### src/rtl/bg1_2_fetch.sv
// bg1_2_fetch: scrolled 2x-upscaled background address gen, ROM read and sync-aligned palette index
module bg1_2_fetch #(
  parameter int IMG_W  = 320,
  parameter int IMG_H  = 240,
  parameter int ADDR_W = 17
) (
  input  logic              vga_clk,
  input  logic              reset,
  input  logic [9:0]        DrawX,
  input  logic [9:0]        DrawY,
  input  logic              blank,
  input  logic              hs,
  input  logic              vs,
  input  logic [7:0]        scroll_y,
  input  logic              scroll_we,
  output logic [ADDR_W-1:0] rom_addr,
  input  logic [4:0]        rom_q,
  output logic [4:0]        pal_index,
  output logic              blank_o,
  output logic              hs_o,
  output logic              vs_o
);
  logic [7:0]        scroll_pend, scroll_act, fold;
  logic              vs_prev, frame_edge, active, act_d1, act_d2;
  logic [9:0]        col, row_sum, row;
  logic [ADDR_W-1:0] addr;
  logic [2:0]        blank_sr, hs_sr, vs_sr;

  always_comb begin
    fold       = scroll_y >= 8'(IMG_H) ? scroll_y - 8'(IMG_H) : scroll_y;
    frame_edge = !vs && vs_prev;
    active     = (DrawX < 10'(2 * IMG_W)) && (DrawY < 10'(2 * IMG_H));
    col        = DrawX >> 1;
    row_sum    = (DrawY >> 1) + 10'(scroll_act);
    // both terms are below IMG_H inside the active area, so one wrap is enough
    row        = row_sum >= 10'(IMG_H) ? row_sum - 10'(IMG_H) : row_sum;
    addr       = ADDR_W'(row) * ADDR_W'(IMG_W) + ADDR_W'(col);
  end

  always_ff @(posedge vga_clk) begin
    if (reset) begin
      scroll_pend <= '0;
      scroll_act  <= '0;
      vs_prev     <= 1'b1;
      rom_addr    <= '0;
      act_d1      <= 1'b0;
      act_d2      <= 1'b0;
      pal_index   <= '0;
      blank_sr    <= '0;
      hs_sr       <= '1;
      vs_sr       <= '1;
    end else begin
      if (scroll_we) scroll_pend <= fold;
      // latch scroll only at vsync fall so a frame never tears
      if (frame_edge) scroll_act <= scroll_we ? fold : scroll_pend;
      vs_prev   <= vs;
      rom_addr  <= active ? addr : '0;
      act_d1    <= active;
      act_d2    <= act_d1;
      pal_index <= act_d2 ? rom_q : 5'd0;
      blank_sr  <= {blank_sr[1:0], blank};
      hs_sr     <= {hs_sr[1:0], hs};
      vs_sr     <= {vs_sr[1:0], vs};
    end
  end

  assign blank_o = blank_sr[2];
  assign hs_o    = hs_sr[2];
  assign vs_o    = vs_sr[2];
endmodule

### config.mk
export PLATFORM = sky130hd
export DESIGN_NAME = bg1_2_fetch
export DESIGN_NICKNAME = d
export VERILOG_FILES = /design/src/rtl/bg1_2_fetch.sv
export SDC_FILE = /design/constraint.sdc
export NUM_CORES = 1
export LEC_CHECK = 0
export BUFFER_PORTS_ARGS = -buffer_cell sky130_fd_sc_hd__buf_2
export CORE_ASPECT_RATIO = 2
export CORE_MARGIN = 2
export CORE_UTILIZATION = 30
export CTS_CLUSTER_SIZE = 8
export DETAILED_ROUTE_END_ITERATION = 16
export PLACE_DENSITY = 0.55
export SLEW_MARGIN = 0
export SYNTH_ARGS = -nofsm -noshare
export SYNTH_HDL_FRONTEND = slang
export SYNTH_SLANG_ARGS = --single-unit
### constraint.sdc
create_clock -name vga_clk -period 8.8 [get_ports vga_clk]
set_input_delay 2.64 -clock vga_clk [delete_from_list [all_inputs] [get_ports vga_clk]]
set_output_delay 2.64 -clock vga_clk [all_outputs]
set_load 0.01 [all_outputs]
### Word level (Yosys, flattened, before mapping)

Index checks and enable logic that the tools add are counted.

* register bits after elaboration: 50
* bits in latches: 0
* memory bits (writable): 0
* bits in read-only memories: 0
* input port bits: 39
* output and inout bits: 25
* word-level logic and storage cells: 29
* memories kept: 0

* add/subtract/negate cells: 4
* multipliers: 1
* divide/modulo/power cells: 0
* magnitude comparators: 4
* equality and inequality tests: 0
* shifts and indexed selects: 0
* multiplexer cells: 3
* bitwise logic cells: 2
* reduce and logical (&&, ||, !) cells: 5

Operators by type and width (number)
* $add 17x9->17: 1
* $mux 8: 2
* $mul 10x3->11 const B: 1
* $add 9x8->10: 1
* $ge 10x8->1 const B: 1
* $lt 10x10->1 const B: 1
* $lt 10x9->1 const B: 1
* $mux 10: 1
* $sub 10x8->10 const B: 1
* $ge 8x8->1 const B: 1
* $sub 8x8->8 const B: 1
* $reduce_or 2->1: 2
* $logic_and 1x1->1: 2
* $not 1->1: 2
* $logic_not 1->1: 1

### Logic depth before layout (Yosys ltp)

Gate-level depths: netlist (run 1).

* depth in word-level cells: 5
* depth in mapped cells: 21
* gate-level depth less buffers: 21

### Worst setup path after synthesis (run 1)

No wires, ideal clock.

* path kind: input-to-reg
* start: input DrawY[1]
* end: register rom_addr[16]
* setup time: 0.072 ns
* arrival time: 6.916 ns
* data required time: 8.728 ns
* setup slack: 1.812 ns
* stages on the path: 20
* buffers on the path: 0
* cell sequence: ha_1 > fa_1 > a21o_1 > a21oi_2 > xnor2_1 > ha_1 > and4b_1 > a211oi_2 > a21oi_2 > nor2_1 > mux2_1 > ha_1 > ha_1 > a211oi_1 > nor2_1 > xnor2_1 > and3_1 > nand3_1 > xnor2_1 > mux2i_1

* longest elaborated chain between the ends: 5
* elaborated cells between the ends (all ways): 10
* those cells by class: 3 x add/sub; 1 x mul; 2 x order compare; 1 x mux; 1 x bitwise; 2 x reduce/logical

Ends and longest elaborated chain
* start: declaration: line 10 `input logic [9:0] DrawY,`
* $add 9x8->10: line 34 `row_sum = (DrawY >> 1) + 10'(scroll_act);`
* $sub 10x8->10 / $ge 10x8->1 (equally long branches): line 36 `row = row_sum >= 10'(IMG_H) ? row_sum - 10'(IMG_H) : row_sum;`
* $mux 10: line 36
* $mul 10x3->11: line 37 `addr = ADDR_W'(row) * ADDR_W'(IMG_W) + ADDR_W'(col);`
* $add 17x9->17: line 37
* end signal: assignment: line 57 `rom_addr <= active ? addr : '0;`
* end: declaration: line 16 `output logic [ADDR_W-1:0] rom_addr,`

Several ways; a longest one is shown, not always the timed one.
A chain may end at the register's enable or synchronous reset.

### Final worst setup path (run 1)

Same ends and word-level chain as after synthesis.

==> reports/results.tsv, run 1 <==
metric	value	unit
CP required	9.02	ns
H-tree Lvls	2	
area share of xor/xnor cells in the synthesized design	7.84	%
Worst-path clk slew	0.07	ns
Clk Latency, worst-skew pair	0.29	ns
area delta synth->final	20.6	%
Post-Synthesis Cells	278	
RSZ-0062 raised after global routing	false	
Starting Density	30.8	%
Pleak	0.00148	uW
TNS Setup	0	ns
IO Pins	64	
Synth Flop Type	dfxtp_1	
post-place setup slack	1.11	ns
Sink Count	49	
top-count cell post-synth	dfxtp_1	
Critical Path Start Type	input port	
detailed-route wire length per cell	12.4	microns
GRT Resource Usage Total	11.9	%
Unique masters post-synth	46	
nets@finish	409	
largest family of logic cells by synthesized area	simple AND/OR/NAND/NOR gates	
Synth Area in Compound Gates	15.3	%
Core ar.	8650	sq um
global route total overflow	0	
CP max FO	7	
Synth area leaders	dfxtp_1 37%, ha_1 13%, nor2_1 4.7%, xnor2_1 3.9%, xor2_1 3.3%	
die width	70.6	microns
Num CTS Buffers	5	
wirelength, routed	5470	microns
synthesized area per cell	9.58	sq um
Slew headroom	35.8	%
number of flops mapped to enable cells by yosys	0	
Post-CTS Hold Buffers	0	
Peak Freq	137	MHz
PwrDens	246	nW/um^2
final worst slack	1.48	ns
vias per cell	4.75	
Max Cap Viol	0	
Hold WC Path Type	reg2reg	
largest net degree at the start of global routing	29	
TritonCTS clock tree	done	
Final ANT Viol Nets	0	
clock buffer depth	2	
register area share after synthesis	36.8	%
setup violators final	0	
DIE AREA	9690	sq um
Vias	2090	
first-pass GRT wire length	9090	microns
multiplexer share of the synthesized area	3.43	%
endpoint class of the critical path	flip-flop	
total power	790	uW
status	finished clean	
initial antenna violation count	0	
layout cell share with drive strength beyond 1	26.2	%
crit path DAT	7.55	ns
worst path buffer plus inverter count	1	
Syn. warnings	0	
drt pass-1 iters	4	
Async SR Flop Fraction	0	%
Final HPWL DP	4480	microns
synthesized flop and latch total	49	
# DRC	0	
Slew Viols, Final	0	
design area	3210	sq um
placed cell areas	3070	sq um
Fin. Hold Viols	0	
starting DRC count in detailed routing	37	
fill count	944	
list of most frequent post-synthesis cells	49 x dfxtp_1, 33 x nor2_1, 28 x ha_1	
crit-path cells	buf_2, ha_1, fa_1, a21o_1, a21oi_2, xnor2_1, ha_1, nand3b_1, nor3_1, a211oi_2, a21oi_2, nor2_1, xnor2_1, ha_1, fa_1, a211oi_1, nor2_1, xnor2_1, and3_1, nand3_1, xnor2_1, mux2i_1	
Die Span Y	137	microns
fin util	37.1	%
Worst Max-Slew Pin Slew	0.961	ns
critical path's top delay family	adder cells	
CTS root buf	clkbuf_16	
CP Class	in2reg	
Crit path largest cell delay	0.47	ns
Synth area leader	dfxtp_1	
post-CTS setup buffer count	0	
Synth top area share	36.8	%
antenna cells	0	
cell row count	48	
final worst path period need	7.32	ns
CP dominant cell by count	xnor2_1	
Final Cycle Share	83.2	%
Netlist Area Pre-Place	2660	sq um
Port-buffer cells	61	
simple-gate share of the synthesized area	19.1	%
Critical-path top delay cell	fa_1	
RePlAce Congestion	0.768	
clock skew	0.00310	ns
PostCTS Resize Cnt	0	
syn nets	348	
adder-cell share of the synthesized area	15.4	%
VDD IR max	0.160	mV
vias in the first global route	2082	
-- path summary, 6_finish.rpt --
| check | start | endpoint | slack (ns) | depth (start not counted) |
|---|---|---|---|---|
| setup / recovery | DrawY[1] | rom_addr[16]$_SDFF_PP0_ | 1.48 | 22 |
| hold / removal | hs_sr[1]$_SDFF_PP1_ | hs_sr[2]$_SDFF_PP1_ | 0.41 | 1 |
| setup reg to reg | scroll_act[0]$_SDFFE_PP0P_ | rom_addr[16]$_SDFF_PP0_ | 3.62 | 21 |
| hold reg to reg | hs_sr[1]$_SDFF_PP1_ | hs_sr[2]$_SDFF_PP1_ | 0.41 | 1 |
-- registers in the layout, summed over array words and instances, names as in the netlist --
signal       flops
scroll_pend      8
vs_sr            3
act_d1           1
hs_sr            3
scroll_act       8
rom_addr        17
act_d2           1
blank_sr         3
pal_index        5
-- power by group --
group,internal (uW),total [uW],switching (uW),leakage (uW)
clock network,106,191,84.6,0.0000712
logic,160,355,195,0.00101
registers,240,245,4.64,0.000402
total,506,790,284,0.00148
-- cell type report --
type,count,area [sq um],share of cell area [%]
timing repair buffer,62,313,9.74
clock buffer,6,129,4.01
tap,100,125,3.90
inverter,6,22.5,0.701
sequential,49,981,30.5
clock inverter,2,13.8,0.429
multi-input combinational,215,1630,50.7
-- per-stage QoR --
step / std cells / hold slack (ns)
floorplan: 278 / 0.389
CTS: 440 / 0.409
detailed placement: 432 / 0.393
finish: 440 / 0.407
global placement: 432 / 0.395
global route: 440 / 0.422
-- layer usage --
metal	wire length (microns)	global-route usage, %	up-vias
met3	196	2.93	12
met1	1840	10.6	952
li1	-	-	1090
met4	218	6.92	0
met5	0	0	-
met2	3210	23.4	36
-- worst reg2reg max path: stages (launching register included) --
cell,delay (ns)
dfxtp_1,0.31
ha_1,0.22
fa_1,0.43
a21o_1,0.21
a21oi_2,0.22
xnor2_1,0.21
ha_1,0.34
nand3b_1,0.12
nor3_1,0.21
a211oi_2,0.08
a21oi_2,0.19
nor2_1,0.10
xnor2_1,0.23
ha_1,0.31
fa_1,0.47
a211oi_1,0.32
nor2_1,0.10
xnor2_1,0.25
and3_1,0.25
nand3_1,0.11
xnor2_1,0.23
mux2i_1,0.20
-- cell usage in the layout (no fill, tap or decap), drive strengths merged, types with 2 or more instances in the layout --
cell,count
a211oi,9
a21boi,2
a21o,5
a21oi,15
a31oi,3
and2,13
and3,2
buf,62
clkbuf,6
dfxtp,49
fa,3
ha,28
inv,7
mux2i,8
nand2,10
nand3,6
nand3b,3
nand4,5
nor2,33
nor2b,12
nor3,3
o211ai,2
o21a,2
o21ai,8
o22ai,2
or2,8
xnor2,12
xor2,11
-- kinds of logic (layout without fill, tap and decap cells) --
| group | Yosys count | after routing |
|---|---|---|
| simple gates | 98 | 98 |
| compound gates | 54 | 54 |
| flops | 49 | 49 |
| fa+ha+maj | 31 | 31 |
| xor+xnor | 23 | 23 |
| buf+inv | 14 | 76 |
| mux | 9 | 9 |
(Power assumes the default switching activity.)
==> run 2: changes to the inputs <==
Settings changed: PLACE_DENSITY 0.55 to 0.57.
Clock period 8.8 ns to 5.9 ns, I/O delays scaled along.
==> run 2 against run 1 <==
Final cell count increased by 6.6%; hold slack gained 0.0010 ns; register-to-register slack lost 2.2 ns; critical endpoint unchanged; highest routed layer unchanged; sequential share of layout area down 3.2 points; total power up 86%; clock skew grew 0.0030 ns.
==> reports/results.tsv, run 2 (synthesized netlist as in run 1, its figures left out) <==
metric	value	unit	change
Max Cap Viol	0		unchanged
Pleak	0.00165	uW	+12%
r2r startpoint	scroll_act[0]$_SDFFE_PP0P_		
TritonCTS clock tree	done		
IO Pins	64		unchanged
first-pass GRT wire length	9340	microns	+2.7%
CP dominant cell by count	xnor2_2		
Peak Freq	174	MHz	
Worst Hold Path EP	vs_sr[2]$_SDFF_PP1_		
die width	70.6	microns	unchanged
hold_ws	0.408	ns	+0.000998 ns
vias per cell	4.70		-1.1%
Slew headroom	36.2	%	+0.41 points
Starting Density	30.8	%	unchanged
Port-buffer cells	61		unchanged
Worst Hold Launch	vs_sr[1]$_SDFF_PP1_		
Fin. Hold Viols	0		unchanged
Hold WC Path Type	reg2reg		
Crit path depth	22		unchanged
CP max FO	5		-2
Worst-path clk slew	0.07	ns	about the same
area delta synth->final	34.6	%	
detailed-route wire length per cell	12.3	microns	-0.83%
Final HPWL DP	4710	microns	+5.0%
largest net degree at the start of global routing	29		unchanged
final worst path period need	5.74	ns	
Top Registers	rom_addr (17), scroll_act (8), scroll_pend (8)		
fill count	893		-5.4%
most common cell after layout, fill and taps aside	buf_2		
Num CTS Buffers	5		unchanged
initial antenna violation count	0		unchanged
PwrDens	410	nW/um^2	+67%
FF-to-FF path depth	21		unchanged
Die Span Y	137	microns	unchanged
FF+latch area	981	sq um	unchanged
cell row count	48		unchanged
Crit path largest cell delay	0.39	ns	-0.08 ns
GRT Resource Usage Total	12.0	%	+0.060 points
nets@finish	438		+7.1%
global route total overflow	0		unchanged
RSZ-0062 raised after global routing	true		
vias in the first global route	2115		+1.6%
worst path buffer plus inverter count	1		unchanged
layout cell share with drive strength beyond 1	36.6	%	+10 points
hold depth	1		unchanged
H-tree Lvls	2		unchanged
placed cell areas	3300	sq um	+7.6%
CTS root buf	clkbuf_16		
r2r endpoint	rom_addr[16]$_SDFF_PP0_		
Critical-path top delay cell	fa_2		
crit-path cells	buf_6, ha_4, fa_2, a21o_1, a21oi_2, xnor2_2, ha_2, nand3b_1, o211ai_1, a211oi_2, a21oi_2, nor2_4, xnor2_2, ha_4, fa_2, a211oi_2, nor2_1, xnor2_1, and3_1, nand3_1, xnor2_2, mux2i_1		
commonest non-fill, non-tap cells in the layout	60 x buf_2, 49 x dfxtp_1, 32 x nor2_1		
wirelength, routed	5780	microns	+5.7%
Clk Latency, worst-skew pair	0.29	ns	about the same
fin util	41.4	%	+4.3 points
total power	1470	uW	+86%
Largest Register	rom_addr		
footprint of the multi-input gates	1750	sq um	+7.5%
Vias	2204		+5.5%
Final ANT Viol Nets	0		unchanged
CP Class	in2reg		
design area	3580	sq um	+12%
Worst Max-Slew Pin Slew	0.955	ns	-0.00615 ns
Final Cycle Share	97.3	%	
DIE AREA	9690	sq um	unchanged
Layout Cells excl Fill	469		+6.6%
status	finished clean		
endpoint class of the critical path	flip-flop		
Reg2Reg Setup Slack	1.38	ns	-2.24 ns
CP required	6.12	ns	-2.90 ns
RePlAce Congestion	0.738		-3.9%
Core ar.	8650	sq um	unchanged
critical path's top delay family	adder cells		
max FFs per register	17		unchanged
crit path DAT	5.97	ns	-1.58 ns
VDD IR max	0.307	mV	+92%
setup violators final	0		unchanged
# DRC	0		unchanged
drt pass-1 iters	4		unchanged
antenna cells	0		unchanged
Post-CTS Hold Buffers	0		unchanged
Slew Viols, Final	0		unchanged
clock skew	0.00607	ns	+0.00298 ns
starting DRC count in detailed routing	35		-5.4%
Sink Count	49		unchanged
dpl cells	456		+5.6%
Critical Path Start Type	input port		
clock buffer depth	2		unchanged
-- run 2: changes by cell type in the layout (fill, tap and decap cells not counted), moves of 2 or more --
cell / delta
ha_1: -7
xnor2_1: -3
fa_2: +2
ha_4: +6
fa_1: -2
buf_4: +29
xnor2_2: +3
-- run 2: layout make-up --
cell class	count	area share, %
multi-input cells	215	48.8
repair buffers	91	15.0
inverters	6	0.628
flip-flops and latches	49	27.4
well taps	100	3.49
clock inverters	3	1.22
clock buffers	5	3.49
-- run 2: how the worst max path moves through the flow --
stage	start	endpoint	slack (ns)
3_5_place_dp	DrawY[1]	rom_addr[16]$_SDFF_PP0_	-0.24
2_1_floorplan	DrawY[1]	rom_addr[16]$_SDFF_PP0_	0.005
6_report	DrawY[1]	rom_addr[16]$_SDFF_PP0_	0.16
4_1_cts	DrawY[1]	rom_addr[16]$_SDFF_PP0_	0.04
5_1_grt	DrawY[1]	rom_addr[16]$_SDFF_PP0_	-0.11
3_3_place_gp	DrawY[1]	rom_addr[16]$_SDFF_PP0_	-0.17
-- run 2: per-layer routing --
metal / share of wire [%] / track usage, % / wire, microns / vias to the layer above
met5: 0 / 0 / 0 / -
met4: 1.6 / 3.88 / 92 / 0
met3: 3.1 / 2.49 / 177 / 6
met2: 60 / 24.6 / 3470 / 33
met1: 35 / 11.4 / 2040 / 1018
li1: - / - / - / 1147
-- run 2: metrics by stage --
step / setup TNS (ns) / worst slack (ns)
3_3_place_gp: -0.209 / -0.170
6_report: 0 / 0.159
3_5_place_dp: -0.348 / -0.237
2_1_floorplan: 0 / 0.00510
5_1_grt: -0.108 / -0.108
4_1_cts: 0 / 0.0449
-- run 2: power by group --
| part | internal (uW) | switching (uW) | leakage (uW) | total, uW |
|---|---|---|---|---|
| clock | 201 | 128 | 0.0000842 | 329 |
| combinational | 426 | 349 | 0.00117 | 775 |
| sequential | 359 | 7.52 | 0.000402 | 366 |
| total | 985 | 485 | 0.00165 | 1470 |
-- run 2: repair_timing --
| item | in CTS | in global routing |
|---|---|---|
| endpoints found under the setup margin | 0 | 3 |
| setup buffers | 0 | 5 |
| gates resized for setup | 0 | 11 |
==> run 3: changes to the inputs <==
--- a/config.mk
+++ b/config.mk
@@ -14,2 +14,3 @@
 export PLACE_DENSITY = 0.57
+export SKIP_LAST_GASP = 1
 export SLEW_MARGIN = 0
==> constraint.sdc (replaced) <==
create_clock -name vga_clk -period 5.9 [get_ports vga_clk]
set_input_delay 1.475 -clock vga_clk [delete_from_list [all_inputs] [get_ports vga_clk]]
set_output_delay 1.475 -clock vga_clk [all_outputs]
set_load 0.01 [all_outputs]
==> run 3 against run 2 <==
Core utilization fell by 1.7 points; routed wire length fell by 1.1%; non-clock buffer count fell by 6; maximum frequency rose by 0.85%; via count fell by 1.1%; global-route usage rose by 0.17 points; largest cell class unchanged; flip-flop and latch count did not move; hold slack improved by 0.0028 ns; clock skew barely moved; register-to-register slack got worse by 0.18 ns; highest routed layer unchanged; total power fell by 5.1%; sequential power barely moved.
==> reports/results.tsv, run 3 (synthesized netlist as in run 1, its figures left out) <==
metric	value	unit	change
crit-path cells	buf_2, ha_1, fa_1, a21o_1, a21oi_2, xnor2_1, ha_2, nand3b_1, o211ai_1, a211oi_2, a21oi_2, nor2_2, mux2_1, ha_1, ha_1, a211oi_2, nor2_1, xnor2_1, and3_1, nand3_1, xnor2_2, mux2i_1		
RePlAce Congestion	0.777		+5.3%
CP required	6.13	ns	about the same
Fin. Hold Viols	0		unchanged
FF-to-FF path depth	21		unchanged
footprint of the multi-input gates	1660	sq um	-5.3%
IO Pins	64		unchanged
VDD IR max	0.393	mV	+28%
Num CTS Buffers	5		unchanged
CTS root buf	clkbuf_16		
Reg2Reg Setup Slack	1.20	ns	-0.18 ns
area delta synth->final	29.2	%	
clock skew	0.00572	ns	-0.000350 ns
antenna cells	0		unchanged
Worst Max-Slew Pin Slew	0.971	ns	+0.0154 ns
P_sw	465	uW	-4.1%
Sink Count	49		unchanged
total power	1400	uW	-5.1%
share of total power in sequential cells	26.2	%	+1.3 points
global route total overflow	0		unchanged
hold depth	1		unchanged
Post-CTS Hold Buffers	0		unchanged
starting DRC count in detailed routing	33		-5.7%
most common cell after layout, fill and taps aside	buf_2		
Port-buffer cells	61		unchanged
dpl cells	453		-0.66%
switching part of the total	33.3	%	+0.35 points
Worst Hold Path EP	vs_sr[2]$_SDFF_PP1_		
Critical Path Start Type	input port		
fill count	935		+4.7%
Final HPWL DP	4710	microns	about the same
cell row count	48		unchanged
Worst Hold Launch	vs_sr[1]$_SDFF_PP1_		
Slew Viols, Final	0		unchanged
Die Span Y	137	microns	unchanged
GRT Resource Usage Total	12.1	%	+0.17 points
r2r endpoint	rom_addr[16]$_SDFF_PP0_		
vias in the first global route	2111		-0.19%
Worst-path clk slew	0.07	ns	about the same
Crit path largest cell delay	0.40	ns	about the same
fin util	39.8	%	-1.7 points
Logic pwr share	50.2	%	-2.5 points
Critical-path top delay cell	fa_1		
Clk pwr share	23.7	%	+1.3 points
CP Class	in2reg		
PwrDens	406	nW/um^2	-1.1%
Max Cap Viol	0		unchanged
max FFs per register	17		unchanged
Pleak	0.00162	uW	-2.0%
layout cell share with drive strength beyond 1	32.8	%	-3.8 points
FF+latch area	981	sq um	unchanged
Hold WC Path Type	reg2reg		
wirelength, routed	5720	microns	-1.1%
vias per cell	4.71		+0.15%
Core ar.	8650	sq um	unchanged
Largest Register	rom_addr		
DIE AREA	9690	sq um	unchanged
worst path buffer plus inverter count	1		unchanged
largest net degree at the start of global routing	29		unchanged
Final ANT Viol Nets	0		unchanged
die width	70.6	microns	unchanged
first-pass GRT wire length	9340	microns	about the same
Starting Density	30.8	%	unchanged
Slew headroom	35.2	%	-1.0 points
TritonCTS clock tree	done		
status	finished clean		
design area	3440	sq um	-4.0%
Int Power	930	uW	-5.6%
CP max FO	5		unchanged
# DRC	0		unchanged
final worst path period need	5.69	ns	-0.0482 ns
r2r startpoint	scroll_act[0]$_SDFFE_PP0P_		
CP dominant cell by count	ha_1		
detailed-route wire length per cell	12.3	microns	+0.17%
nets@finish	432		-1.4%
Peak Freq	176	MHz	+0.85%
Top Registers	rom_addr (17), scroll_act (8), scroll_pend (8)		
placed cell areas	3230	sq um	-2.3%
drt pass-1 iters	4		unchanged
crit path DAT	5.92	ns	-0.05 ns
Final Cycle Share	96.5	%	-0.82 points
H-tree Lvls	2		unchanged
initial antenna violation count	0		unchanged
critical path's top delay family	adder cells		
Clk Latency, worst-skew pair	0.29	ns	about the same
Layout Cells excl Fill	463		-1.3%
setup violators final	0		unchanged
commonest non-fill, non-tap cells in the layout	61 x buf_2, 49 x dfxtp_1, 32 x nor2_1		
clock buffer depth	2		unchanged
endpoint class of the critical path	flip-flop		
Vias	2179		-1.1%
run 3: cell count changes in the layout (fill, tap and decap cells not counted), moves of 2 or more:
cell | before | now
fa_2 | 2 | 0
ha_4 | 6 | 0
ha_1 | 21 | 27
buf_4 | 30 | 24
fa_1 | 1 | 3
run 3: routing by layer:
layer	up-vias	share of wire (%)	GRT usage, %
met3	4	3.4	2.85
met5	-	0	0
met4	0	1.3	4.40
li1	1148	-	-
met2	30	62	25.2
met1	997	33	11.0
run 3: per-stage QoR:
| stage | setup TNS (ns) | hold WS (ns) | setup WS (ns) |
|---|---|---|---|
| floorplan | 0 | 0.389 | 0.0772 |
| global placement | -0.0984 | 0.393 | -0.0984 |
| detailed placement | -0.200 | 0.396 | -0.200 |
| CTS | 0 | 0.415 | 0.0789 |
| global route | -0.0324 | 0.425 | -0.0324 |
| finish | 0 | 0.411 | 0.208 |
run 3: worst max-delay path by stage:
stage / start / endpoint / cells past startpoint
after global routing: DrawY[1] / rom_addr[16]$_SDFF_PP0_ / 22
final: DrawY[1] / rom_addr[16]$_SDFF_PP0_ / 22
after floorplan: DrawY[1] / rom_addr[16]$_SDFF_PP0_ / 20
after CTS: DrawY[1] / rom_addr[16]$_SDFF_PP0_ / 22
after detailed placement: DrawY[1] / rom_addr[16]$_SDFF_PP0_ / 22
after global placement: DrawY[1] / rom_addr[16]$_SDFF_PP0_ / 21
run 3: layout make-up:
| cell class | count | share of cell area [%] |
|---|---|---|
| Tap cell | 100 | 3.64 |
| Inverter | 6 | 0.655 |
| Sequential cell | 49 | 28.5 |
| Timing Repair Buffer | 85 | 14.1 |
| Multi-Input combinational cell | 215 | 48.2 |
| Clock buffer | 5 | 3.64 |
| Clock inverter | 3 | 1.27 |
run 3: worst reg2reg max path, stage by stage (launching register included):
cell and delay (ns):
dfxtp_1 0.31, ha_1 0.20, fa_1 0.40, a21o_1 0.20, a21oi_2 0.17, xnor2_1 0.18
ha_2 0.27, nand3b_1 0.13, o211ai_1 0.21, a211oi_2 0.06, a21oi_2 0.15, nor2_2 0.08
mux2_1 0.36, ha_1 0.29, ha_1 0.34, a211oi_2 0.31, nor2_1 0.10, xnor2_1 0.19
and3_1 0.21, nand3_1 0.13, xnor2_2 0.17, mux2i_1 0.20
run 3: power groups by stage:
stage                     combinational (uW)  sequential, uW  clock (uW)
after global routing                     790             368         356
after detailed placement                 664             373           0
after CTS                                668             366         341
final                                    700             365         330
after floorplan                          422             383           0
after global placement                   650             373           0
run 3: timing repair:
action / in CTS / in global routing
buffers inserted: 0 / 2
endpoints found under the setup margin: 0 / 3
gates resized for setup: 0 / 6
